===== src/rtl/mult_pkg.sv =====
// Shared width constants and FSM state encoding for the multiplier datapath
// and the product accumulator that follows it.
package mult_pkg;

  // Default product, accumulator and block-counter widths
  localparam int PW_DEF = 16;
  localparam int AW_DEF = 24;
  localparam int CW_DEF = 8;

  // Accumulator FSM states
  typedef enum logic [1:0] {
    IDLE  = 2'd0,
    ACCUM = 2'd1,
    HOLD  = 2'd2
  } acc_state_e;

endpackage : mult_pkg


===== src/rtl/sat_add_u.sv =====
// Unsigned saturating adder: sum clamps to all-ones when the true result
// does not fit in W bits, and ovf reports that the clamp happened.
module sat_add_u #(
  parameter int W = 24
) (
  input  logic [W-1:0] a,
  input  logic [W-1:0] b,
  output logic [W-1:0] sum,
  output logic         ovf
);

  logic [W:0] fullSum;

  // Add with one extra carry bit, then clamp on carry-out
  always_comb begin
    fullSum = {1'b0, a} + {1'b0, b};
    ovf     = fullSum[W];
    sum     = fullSum[W] ? {W{1'b1}} : fullSum[W-1:0];
  end

endmodule : sat_add_u


===== src/rtl/product_accumulator.sv =====
// Sums blocks of unsigned products arriving over valid/ready and emits each
// block total, its product count and a sticky saturation flag. A block ends
// when its sampled length is reached or when flush closes it early.
module product_accumulator
  import mult_pkg::*;
#(
  parameter int PW = PW_DEF,
  parameter int AW = AW_DEF,
  parameter int CW = CW_DEF
) (
  input  logic          clk,
  input  logic          rst,
  input  logic          in_valid,
  output logic          in_ready,
  input  logic [PW-1:0] in_prod,
  input  logic [CW-1:0] len,
  input  logic          flush,
  output logic          out_valid,
  input  logic          out_ready,
  output logic [AW-1:0] out_sum,
  output logic [CW:0]   out_cnt,
  output logic          out_ovf
);

  // A length field of zero encodes the largest block, 2**CW products
  localparam logic [CW:0] MAX_LEN = (CW + 1)'(1) << CW;

  acc_state_e  state_q, state_d;
  logic [AW-1:0] acc_q, acc_d;
  logic [CW:0]   cnt_q, cnt_d;
  logic [CW:0]   len_q, len_d;
  logic          ovf_q, ovf_d;
  logic          in_ready_q;
  logic          out_valid_q;

  logic          beat;
  logic [CW:0]   lenEff;
  logic [CW:0]   cntInc;
  logic [AW-1:0] prodExt;
  logic [AW-1:0] addSum;
  logic          addOvf;

  assign beat    = in_valid & in_ready_q;
  assign lenEff  = (len == '0) ? MAX_LEN : {1'b0, len};
  assign cntInc  = cnt_q + (CW + 1)'(1);
  assign prodExt = AW'(in_prod);

  sat_add_u #(
    .W(AW)
  ) u_sat_add (
    .a  (acc_q),
    .b  (prodExt),
    .sum(addSum),
    .ovf(addOvf)
  );

  // Next-state and datapath update for the block accumulator FSM
  always_comb begin
    state_d = state_q;
    acc_d   = acc_q;
    cnt_d   = cnt_q;
    len_d   = len_q;
    ovf_d   = ovf_q;
    unique case (state_q)
      IDLE: begin
        if (beat) begin
          len_d   = lenEff;
          acc_d   = prodExt;
          cnt_d   = (CW + 1)'(1);
          ovf_d   = 1'b0;
          state_d = (lenEff == (CW + 1)'(1)) ? HOLD : ACCUM;
        end
      end
      ACCUM: begin
        if (beat) begin
          acc_d = addSum;
          ovf_d = ovf_q | addOvf;
          cnt_d = cntInc;
          if ((cntInc == len_q) || flush) begin
            state_d = HOLD;
          end
        end else if (flush) begin
          state_d = HOLD;
        end
      end
      HOLD: begin
        if (out_ready) begin
          acc_d   = '0;
          cnt_d   = '0;
          ovf_d   = 1'b0;
          state_d = IDLE;
        end
      end
      default: begin
        state_d = IDLE;
      end
    endcase
  end

  // State, datapath registers and registered handshake flags
  always_ff @(posedge clk or posedge rst) begin
    if (rst) begin
      state_q     <= IDLE;
      acc_q       <= '0;
      cnt_q       <= '0;
      len_q       <= '0;
      ovf_q       <= 1'b0;
      in_ready_q  <= 1'b0;
      out_valid_q <= 1'b0;
    end else begin
      state_q     <= state_d;
      acc_q       <= acc_d;
      cnt_q       <= cnt_d;
      len_q       <= len_d;
      ovf_q       <= ovf_d;
      in_ready_q  <= (state_d != HOLD);
      out_valid_q <= (state_d == HOLD);
    end
  end

  assign in_ready  = in_ready_q;
  assign out_valid = out_valid_q;
  assign out_sum   = acc_q;
  assign out_cnt   = cnt_q;
  assign out_ovf   = ovf_q;

endmodule : product_accumulator

===== config.mk =====
export PLATFORM = sky130hd
export DESIGN_NAME = product_accumulator
export DESIGN_NICKNAME = d
export VERILOG_FILES = /design/src/rtl/mult_pkg.sv /design/src/rtl/sat_add_u.sv /design/src/rtl/product_accumulator.sv
export SDC_FILE = /design/constraint.sdc
export NUM_CORES = 1
export LEC_CHECK = 0
export ABC_AREA = 1
export CORE_UTILIZATION = 30
export DETAILED_ROUTE_END_ITERATION = 6
export GPL_TIMING_DRIVEN = 0
export HOLD_SLACK_MARGIN = 0.15
export PLACE_DENSITY = 0.63
export SYNTH_ARGS = -nofsm -noshare
export SYNTH_HDL_FRONTEND = slang
export SYNTH_SLANG_ARGS = --single-unit

===== constraint.sdc =====
create_clock -name clk -period 2.1 [get_ports clk]
set_clock_uncertainty 0.05 [all_clocks]
set_input_delay 0.315 -clock clk [delete_from_list [all_inputs] [get_ports clk]]
set_output_delay 0.315 -clock clk [all_outputs]
set_load 0.01 [all_outputs]

After elaboration in Yosys (flattened, before gate mapping). Index checks and enable logic that the tools add are counted.

Bits in registers: 47. Input port bits: 29. Output and inout port bits: 36. Logic and storage cells: 47.

Add/sub/neg operators: 2. Eq/ne operators: 9. Mux-type cells: 21. Bitwise operators: 2. Reduce and logical (&&, ||, !) cells: 6.

Operators by type and width (count): $mux W24 (4); $pmux W24 S3 (1); $mux W9 (4); $pmux W9 S3 (1); $add A24 B16 Y25 (1); $mux W2 (6); $add A9 B1 Y9 const B (1); $eq A9 B1 Y1 const B (1); $eq A9 B9 Y1 (1); $logic_not A8 Y1 (1); $ne A2 B2 Y1 const B (4); $pmux W2 S3 (1); $eq A2 B2 Y1 const B (2); $reduce_and A4 Y1 (1); $mux W1 (3); $pmux W1 S3 (1); $reduce_bool A3 Y1 (1); $eq A2 B1 Y1 const B (1); $logic_not A2 Y1 (1); $reduce_and A2 Y1 (1); $and A1 B1 Y1 (1); $logic_or A1 B1 Y1 (1); $or A1 B1 Y1 (1).

Longest topological paths before layout. Gate-level depths: netlist of run 1.

Depth in word-level cells: 7. Depth in mapped cells: 16.

By module. A second synthesis of run 1 with hierarchy kept.

Cells, all modules: 692. Area total of the unflattened synthesis: 4326.6 sq um.

By module, submodules not included: product_accumulator (times used 1, cells each 295, area an instance 2414.8 sq um); sat_add_u (times used 1, cells each 397, area an instance 1911.8 sq um).

Worst setup path after synthesis of run 1. OpenSTA, ideal clock, no wires.

Path type: reg-to-reg. From: register acc_q[0] (netlist: out_sum[0]). To: register acc_q[6] (netlist: out_sum[6]). Library setup time: 0.126 ns. Arrival time: 1.858 ns. Required time: 1.924 ns. Path slack: 0.066 ns. Cell stages (with the launch flop): 12. Buffers on the path: 1. Clock period less this slack: 2.034 ns. Path through: dfrtp_1 -> ha_1 -> fa_1 -> nand2_2 -> a31oi_4 -> nand2_2 -> nand2_2 -> nand3_2 -> nand2_2 -> buf_4 -> o21ai_0 -> a21oi_1.

Longest elaborated chain between the ends: 4.

Ends and longest elaborated chain: from (decl) (RTL line product_accumulator.sv:29) `logic [AW-1:0] acc_q, acc_d;`; from (signal assigned) (RTL line product_accumulator.sv:104) `acc_q <= '0;`; from (signal assigned) (RTL line product_accumulator.sv:112) `acc_q <= acc_d;`; $add A24 B16 Y25 (RTL line sat_add_u.sv:16) `fullSum = {1'b0, a} + {1'b0, b};`; $mux W24 (RTL line sat_add_u.sv:18) `sum = fullSum[W] ? {W{1'b1}} : fullSum[W-1:0];`; $mux W24 (RTL line product_accumulator.sv:75) `if (beat) begin`; $pmux W24 S3 (RTL line product_accumulator.sv:64) `unique case (state_q)`.

No other way between the ends. The select of a mux whose other input is x is not followed. A chain may end at the register's enable or synchronous reset.

Worst setup path in the final report of run 1.
From: register acc_q[0] (netlist: out_sum[0]). To: register acc_q[17] (netlist: out_sum[17]).

The elaborated chain is that of the path after synthesis.

==> summary.txt, run 1 <==
Status = finished, final reports clean
Remaining antenna violation count after routing = 0
DR vias = 3,864
WP data required = 2.22 ns
Buf/Inv on CP = 1
Synth top area share = 32.16%
Distinct cells, synth = 39
Syn Area/Cell = 6.953 um^2
Final period util = 97.52%
Initial Util = 31.36%
Hold Path Class = in -> async
Startpoint types = register
Finished Core Util = 45.09%
Hold-fix buffers, CTS = 0
Pre-antenna DRT Iters = 4
Pwr dens = 1307 mW/mm^2
Clk_lat worst skew = 0.29 ns
Clock buffer depth = 2
Sink Count = 47
Max-Cap Viols = 0
Drt wl/cell = 14.20 um
Cells after Synth = 526
HPWL reported at the end of detailed placement = 7.849 mm
Commonest cells post-synth = nand2_1 (127), inv_1 (57), a21oi_1 (53)
Crit path DAT = 2.17 ns
Remaining Overflow, GRT = 0
Num rows = 39
Post-Syn Nets = 577
I/O pins = 65
Reg clk slew, reported paths = 0.07 ns
First-pass GRT wire length = 17.64 mm
FFs w/ async S/R, synth = 100.0%
Slowest-stage cell, CP = dfrtp_1
RSZ-0062 raised after global routing = true
Flops & latches, synth = 47
Antenna violations before repair = 1
Worst Tran Pin Value = 0.5240 ns
TritonCTS Buffers = 5
Total Die Area = 0.01264 mm^2
CP cell instances = ha_4 > fa_2 > nand2_2 > a31oi_4 > nand2_2 > nand2_4 > nand3_4 > nand2_8 > buf_6 > a21oi_2 > o21ai_1 > nand2_1 > o21ai_1
Peak supply drop = 0.6348 mV
Final GP Congestion = 0.8861
Max FO, Critical Path = 4
Slowest Stage Delay on Critical Path = 0.41 ns
Final setup fails = 0
Crit path time final = 2.048 ns
Vias in the first global route = 3,781
Post-synth top flop = dfrtp_1
Fraction of layout cells with a size suffix above 1 = 23.46%
Hold Fails Final Rpt = 0
# DRC = 0
Most area-consuming cells after synthesis = dfrtp_1 (32%), nand2_1 (13%), a21oi_1 (7.3%)
Nets = 668
Clock Tree Root = clkbuf_16
Pin count of the biggest net entering global routing = 32
Overall Global Routing Usage = 17.17%
Fin Setup TNS = 0 ns
Via-to-Cell Ratio = 5.071
Die width = 112.4 um
Placeable core area = 0.01166 mm^2
DRT iter0 DRCs = 222
Post-synthesis sequential area ratio = 32.16%
Synth area leader = dfrtp_1
Mapped Area = 0.003657 mm^2
WL final = 10.82 mm
Die height = 112.4 um
Relative slew margins = 65.07%
Synth warn = 0
CP Capture Type = register
CP Class = reg -> reg
Leakage = 2.312 nW
Post-synth EDFFs = 0
CTS tree = yes
Fmax = 488.3 MHz
Fin. max-slew vios = 0
H-Tree Depth = 2
I/O Buffers = 64
Area Growth Syn to Fin = 43.79%
Top cell family by delay on the critical path = adder cells
Most frequent cell after synthesis = nand2_1
-- per-stage QoR --
stage | area [um^2] | setup slack (ns) | cells | hold WS (ns) | power (mW)
6_report | 5259 | 0.05211 | 762 | 0.3004 | 6.876
5_1_grt | 5256 | -0.07406 | 761 | 0.3600 | 7.445
4_1_cts | 4942 | -0.01412 | 752 | 0.3196 | 6.299
3_5_place_dp | 4497 | -0.5781 | 734 | 0.4535 | 5.009
3_3_place_gp | 4477 | -0.5160 | 733 | 0.4365 | 4.936
2_1_floorplan | 3657 | 0.06592 | 526 | 0.3860 | 3.886
-- power breakdown --
part	switching (mW)	leakage, nW	internal, mW
registers	0.323	0.588	1.21
clock network	0.392	0.0844	0.570
logic	2.46	1.64	1.92
-- flip-flops by register name, summed over array words and instances (netlist names) --
signal / flops
out_ovf: 1
out_cnt: 9
out_valid: 1
in_ready: 1
out_sum: 24
state_q: 2
len_q: 9
-- path summary, 6_finish.rpt --
check	from	endpoint	slack, ns	depth (start not counted)
min in group clk	in_prod[9]	out_sum[9]	0.40	3
setup reg to reg	out_sum[0]	out_sum[17]	0.05	13
setup / recovery	out_sum[0]	out_sum[17]	0.05	13
hold / removal	rst	out_sum[16]	0.30	2
hold reg to reg	len_q[4]	len_q[4]	0.47	2
max in group asynchronous	rst	out_cnt[1]	1.19	3
-- cells by family after synthesis --
kind of cell | count (synthesis) | synth area share, %
AOI/OAI and AO/OA | 115 | 17.79
xor gates and xnor gates | 10 | 2.395
adders and majority gates | 22 | 7.732
buffers and inverters | 74 | 8.005
DFF | 47 | 32.16
and+or+nand+nor | 258 | 31.92
-- what timing repair did --
item	4_1_cts	5_1_grt
setup buffers	9	8
gates cloned	1	1
resized for setup	29	88
pin swaps	9	18
setup endpoints to repair	27	38
-- layer usage --
layer,vias to the layer above,global-route usage (%),wire length (um)
met4,0,4.089,175
met5,-,0,0
li1,1934,-,-
met3,17,2.538,428
met1,1828,21.60,4902
met2,85,30.89,5314
-- area by class of cell --
cell class	count	area (um^2)
Tap cell	143	178.9
Buffer	11	68.82
Antenna cell	1	2.502
Sequential cell	47	1180
Fill cell	1139	6404
Multi-Input combinational cell	406	2566
Inverter	63	247.7
Clock buffer	5	125.1
Timing Repair Buffer	83	842.1
Clock inverter	3	47.55
-- cell usage in the layout, fill, tap and decap left out, types with 10 or more instances in the layout --
cell	count
nand2_2	23
o21ai_0	13
a21oi_2	18
clkdlybuf4s50_1	52
dlymetal6s2s_1	10
nor2_1	41
inv_1	55
nand2_1	112
o21ai_1	23
buf_4	16
nor2_2	16
nand3_1	33
dfrtp_1	44
a21oi_1	39
ha_4	14
(Power assumes the default switching activity.)
==> run 2: changes to the inputs <==
--- a/config.mk
+++ b/config.mk
@@ -6,11 +6,13 @@
 export NUM_CORES = 1
 export LEC_CHECK = 0
 export ABC_AREA = 1
+export CORE_MARGIN = 2
 export CORE_UTILIZATION = 30
 export DETAILED_ROUTE_END_ITERATION = 6
 export GPL_TIMING_DRIVEN = 0
 export HOLD_SLACK_MARGIN = 0.15
 export PLACE_DENSITY = 0.63
+export REMOVE_ABC_BUFFERS = 1
 export SYNTH_ARGS = -nofsm -noshare
 export SYNTH_HDL_FRONTEND = slang
 export SYNTH_SLANG_ARGS = --single-unit
==> run 2 against run 1 <==
Net effect:
- utilization is 0.75 points lower
- non-clock buffer count shrank 8
- power is 2.3% higher
- final cell count decreased by 0.13%
- worst setup slack improved by 0.030 ns
- global-route usage increased by 0.14 points
- hold slack got worse by 0.032 ns
==> summary.txt, run 2 (same netlist as run 1, synthesis figures left out) <==
Placeable core area = 0.01196 mm^2 (+2.6%)
Clock buffer depth = 2 (unchanged)
Leakage = 2.327 nW (+0.67%)
DRT iter0 DRCs = 202 (-9.0%)
Sequential share of power = 21.8% (-0.5 points)
I/O Buffers = 64 (unchanged)
Hold Path Class = in -> async
Startpoint types = input port
Commonest cells after routing, fill and taps aside = nand2_1 (112), inv_1 (55), clkdlybuf4s50_1 (50), dfrtp_1 (44), a21oi_1 (43)
Num rows = 40 (+2.6%)
Clock share of power = 13.8% (-0.2 points)
Pint = 3.781 mW (+2.1%)
Top cell family by delay on the critical path = simple AND/OR/NAND/NOR gates
Fraction of layout cells with a size suffix above 1 = 23.00% (-0.46 points)
# DRC = 0 (unchanged)
Slowest-stage cell, CP = clkdlybuf4s50_1
TritonCTS Buffers = 5 (unchanged)
Antenna violations before repair = 1 (unchanged)
Nets = 663 (-0.75%)
WL final = 11.20 mm (+3.5%)
Worst R2R Path Depth = 12 (-1)
Clk_lat worst skew = 0.30 ns (about the same)
Die height = 114.4 um (+1.8%)
Crit path time final = 2.018 ns (-0.03011 ns)
Switching Fraction = 46.24% (+0.11 points)
Via-to-Cell Ratio = 5.071 (about the same)
CP Capture Type = register
Fmax = 495.6 MHz (+1.5%)
Remaining antenna violation count after routing = 0 (unchanged)
Combinational share of power = 64.3% (+0.6 points)
Crit path DAT = 2.19 ns (+0.02 ns)
Die width = 114.4 um (+1.8%)
Buf/Inv on CP = 2 (+1)
Max FO, Critical Path = 8 (+4)
Vias in the first global route = 3,760 (-0.56%)
Relative slew margins = 66.59% (+1.5 points)
Clock Tree Root = clkbuf_16
Slowest Stage Delay on Critical Path = 0.46 ns (+0.05 ns)
Top cell by count, worst path = nand2_2
Max-Cap Viols = 0 (unchanged)
Final GP Congestion = 0.8351 (-5.8%)
H-Tree Depth = 2 (unchanged)
Max reg flops = 24 (unchanged)
CP cell instances = clkdlybuf4s50_1 > ha_4 > nand2_2 > nor2_1 > nand2_2 > nand2_4 > nand3_4 > nand2_8 > clkinv_8 > nand3_1 > nand2_1 > a21oi_2
Net switching power = 3.253 mW (+2.5%)
Area Growth Syn to Fin = 45.02%
CP Class = in -> reg
Hold slack = 0.2686 ns (-0.03178 ns)
Fin. max-slew vios = 0 (unchanged)
CTS tree = yes
Hold-fix buffers, CTS = 0 (unchanged)
Dpl cells = 727 (-0.95%)
Initial Util = 30.58% (-0.78 points)
Worst Tran Pin Value = 0.5006 ns (-0.02338 ns)
DR vias = 3,859 (-0.13%)
First-pass GRT wire length = 18.12 mm (+2.7%)
Final period util = 96.08% (-1.4 points)
Remaining Overflow, GRT = 0 (unchanged)
I/O pins = 65 (unchanged)
Hold Fails Final Rpt = 0 (unchanged)
WP data required = 2.27 ns (+0.05 ns)
HPWL reported at the end of detailed placement = 7.702 mm (-1.9%)
Status = finished, final reports clean
Peak supply drop = 0.7003 mV (+10%)
Final setup fails = 0 (unchanged)
Reg clk slew, reported paths = 0.08 ns (about the same)
Pre-antenna DRT Iters = 5 (+1)
Non-filler cells, final = 761 (-0.13%)
Total Die Area = 0.01309 mm^2 (+3.6%)
Commonest non-fill, non-tap cell in the layout = nand2_1
Pin count of the biggest net entering global routing = 32 (unchanged)
Overall Global Routing Usage = 17.31% (+0.14 points)
Sink Count = 47 (unchanged)
Drt wl/cell = 14.71 um (+3.6%)
RSZ-0062 raised after global routing = true
Pwr dens = 1326 mW/mm^2 (+1.4%)
WP depth = 12 (-1)
==> run 2: path summary, 6_finish.rpt <==
kind,from,end,slack [ns]
max,in_prod[6],out_sum[14],0.08
min,rst,out_sum[3],0.27
max reg2reg,out_sum[0],out_sum[17],0.09
min reg2reg,len_q[4],len_q[4],0.47
max in group asynchronous,rst,out_sum[2],1.21
min in group clk,in_prod[10],out_sum[10],0.37
==> run 2: timing repair <==
item,4_1_cts,5_1_grt
endpoints found under the setup margin,34,37
resized for setup,36,73
setup buffers,11,10
gates cloned,3,1
pin swaps,11,23
==> run 2: worst reg2reg max path: stages, from the launching register on <==
cell and delay, ns:
dfrtp_1 0.41, ha_4 0.18, fa_2 0.35, nand2_2 0.09
a31oi_4 0.10, nand2_2 0.09, nand2_4 0.07, nand3_4 0.11
nand2_4 0.11, a21oi_1 0.13, o21ai_0 0.10, nand2_1 0.06
o21ai_1 0.05
==> run 2: final cells by class <==
cell class / instances / area, um^2
antenna: 1 / 2.502
clock buffer: 5 / 125.1
clock inverter: 3 / 47.55
fill: 1190 / 6658
inverter: 63 / 267.8
multi-input combinational: 407 / 2618
sequential: 47 / 1180
tap: 147 / 183.9
timing repair buffer: 86 / 862.1
timing repair inverter: 2 / 17.52
==> run 2: metal layers <==
metal	global-route usage, %	vias up	routed length (um)
li1	-	1920	-
met1	21.60	1827	4836
met2	30.45	100	5615
met3	3.653	12	599
met4	4.228	0	144
met5	0	-	0
==> run 2: metrics by stage <==
step	util [%]	power (mW)	setup TNS (ns)	instance area [um^2]	setup WS (ns)
5_1_grt	44.34	7.616	-0.02416	5304	-0.01493
4_1_cts	41.01	6.396	0	4906	0.001711
3_3_place_gp	37.00	4.892	-51.61	4425	-1.222
3_5_place_dp	37.17	4.966	-31.41	4446	-1.278
2_1_floorplan	-	3.833	-3.216	3601	-0.2466
6_report	44.34	7.034	0	5304	0.08223
==> run 2: power by group through the flow <==
| stage | clock [mW] | combinational (mW) | sequential, mW |
|---|---|---|---|
| detailed placement | 0 | 3.47 | 1.49 |
| global route | 1.03 | 5.02 | 1.57 |
| CTS | 0.991 | 3.92 | 1.49 |
| global placement | 0 | 3.42 | 1.47 |
| finish | 0.972 | 4.53 | 1.54 |
| floorplan | 0 | 2.32 | 1.52 |
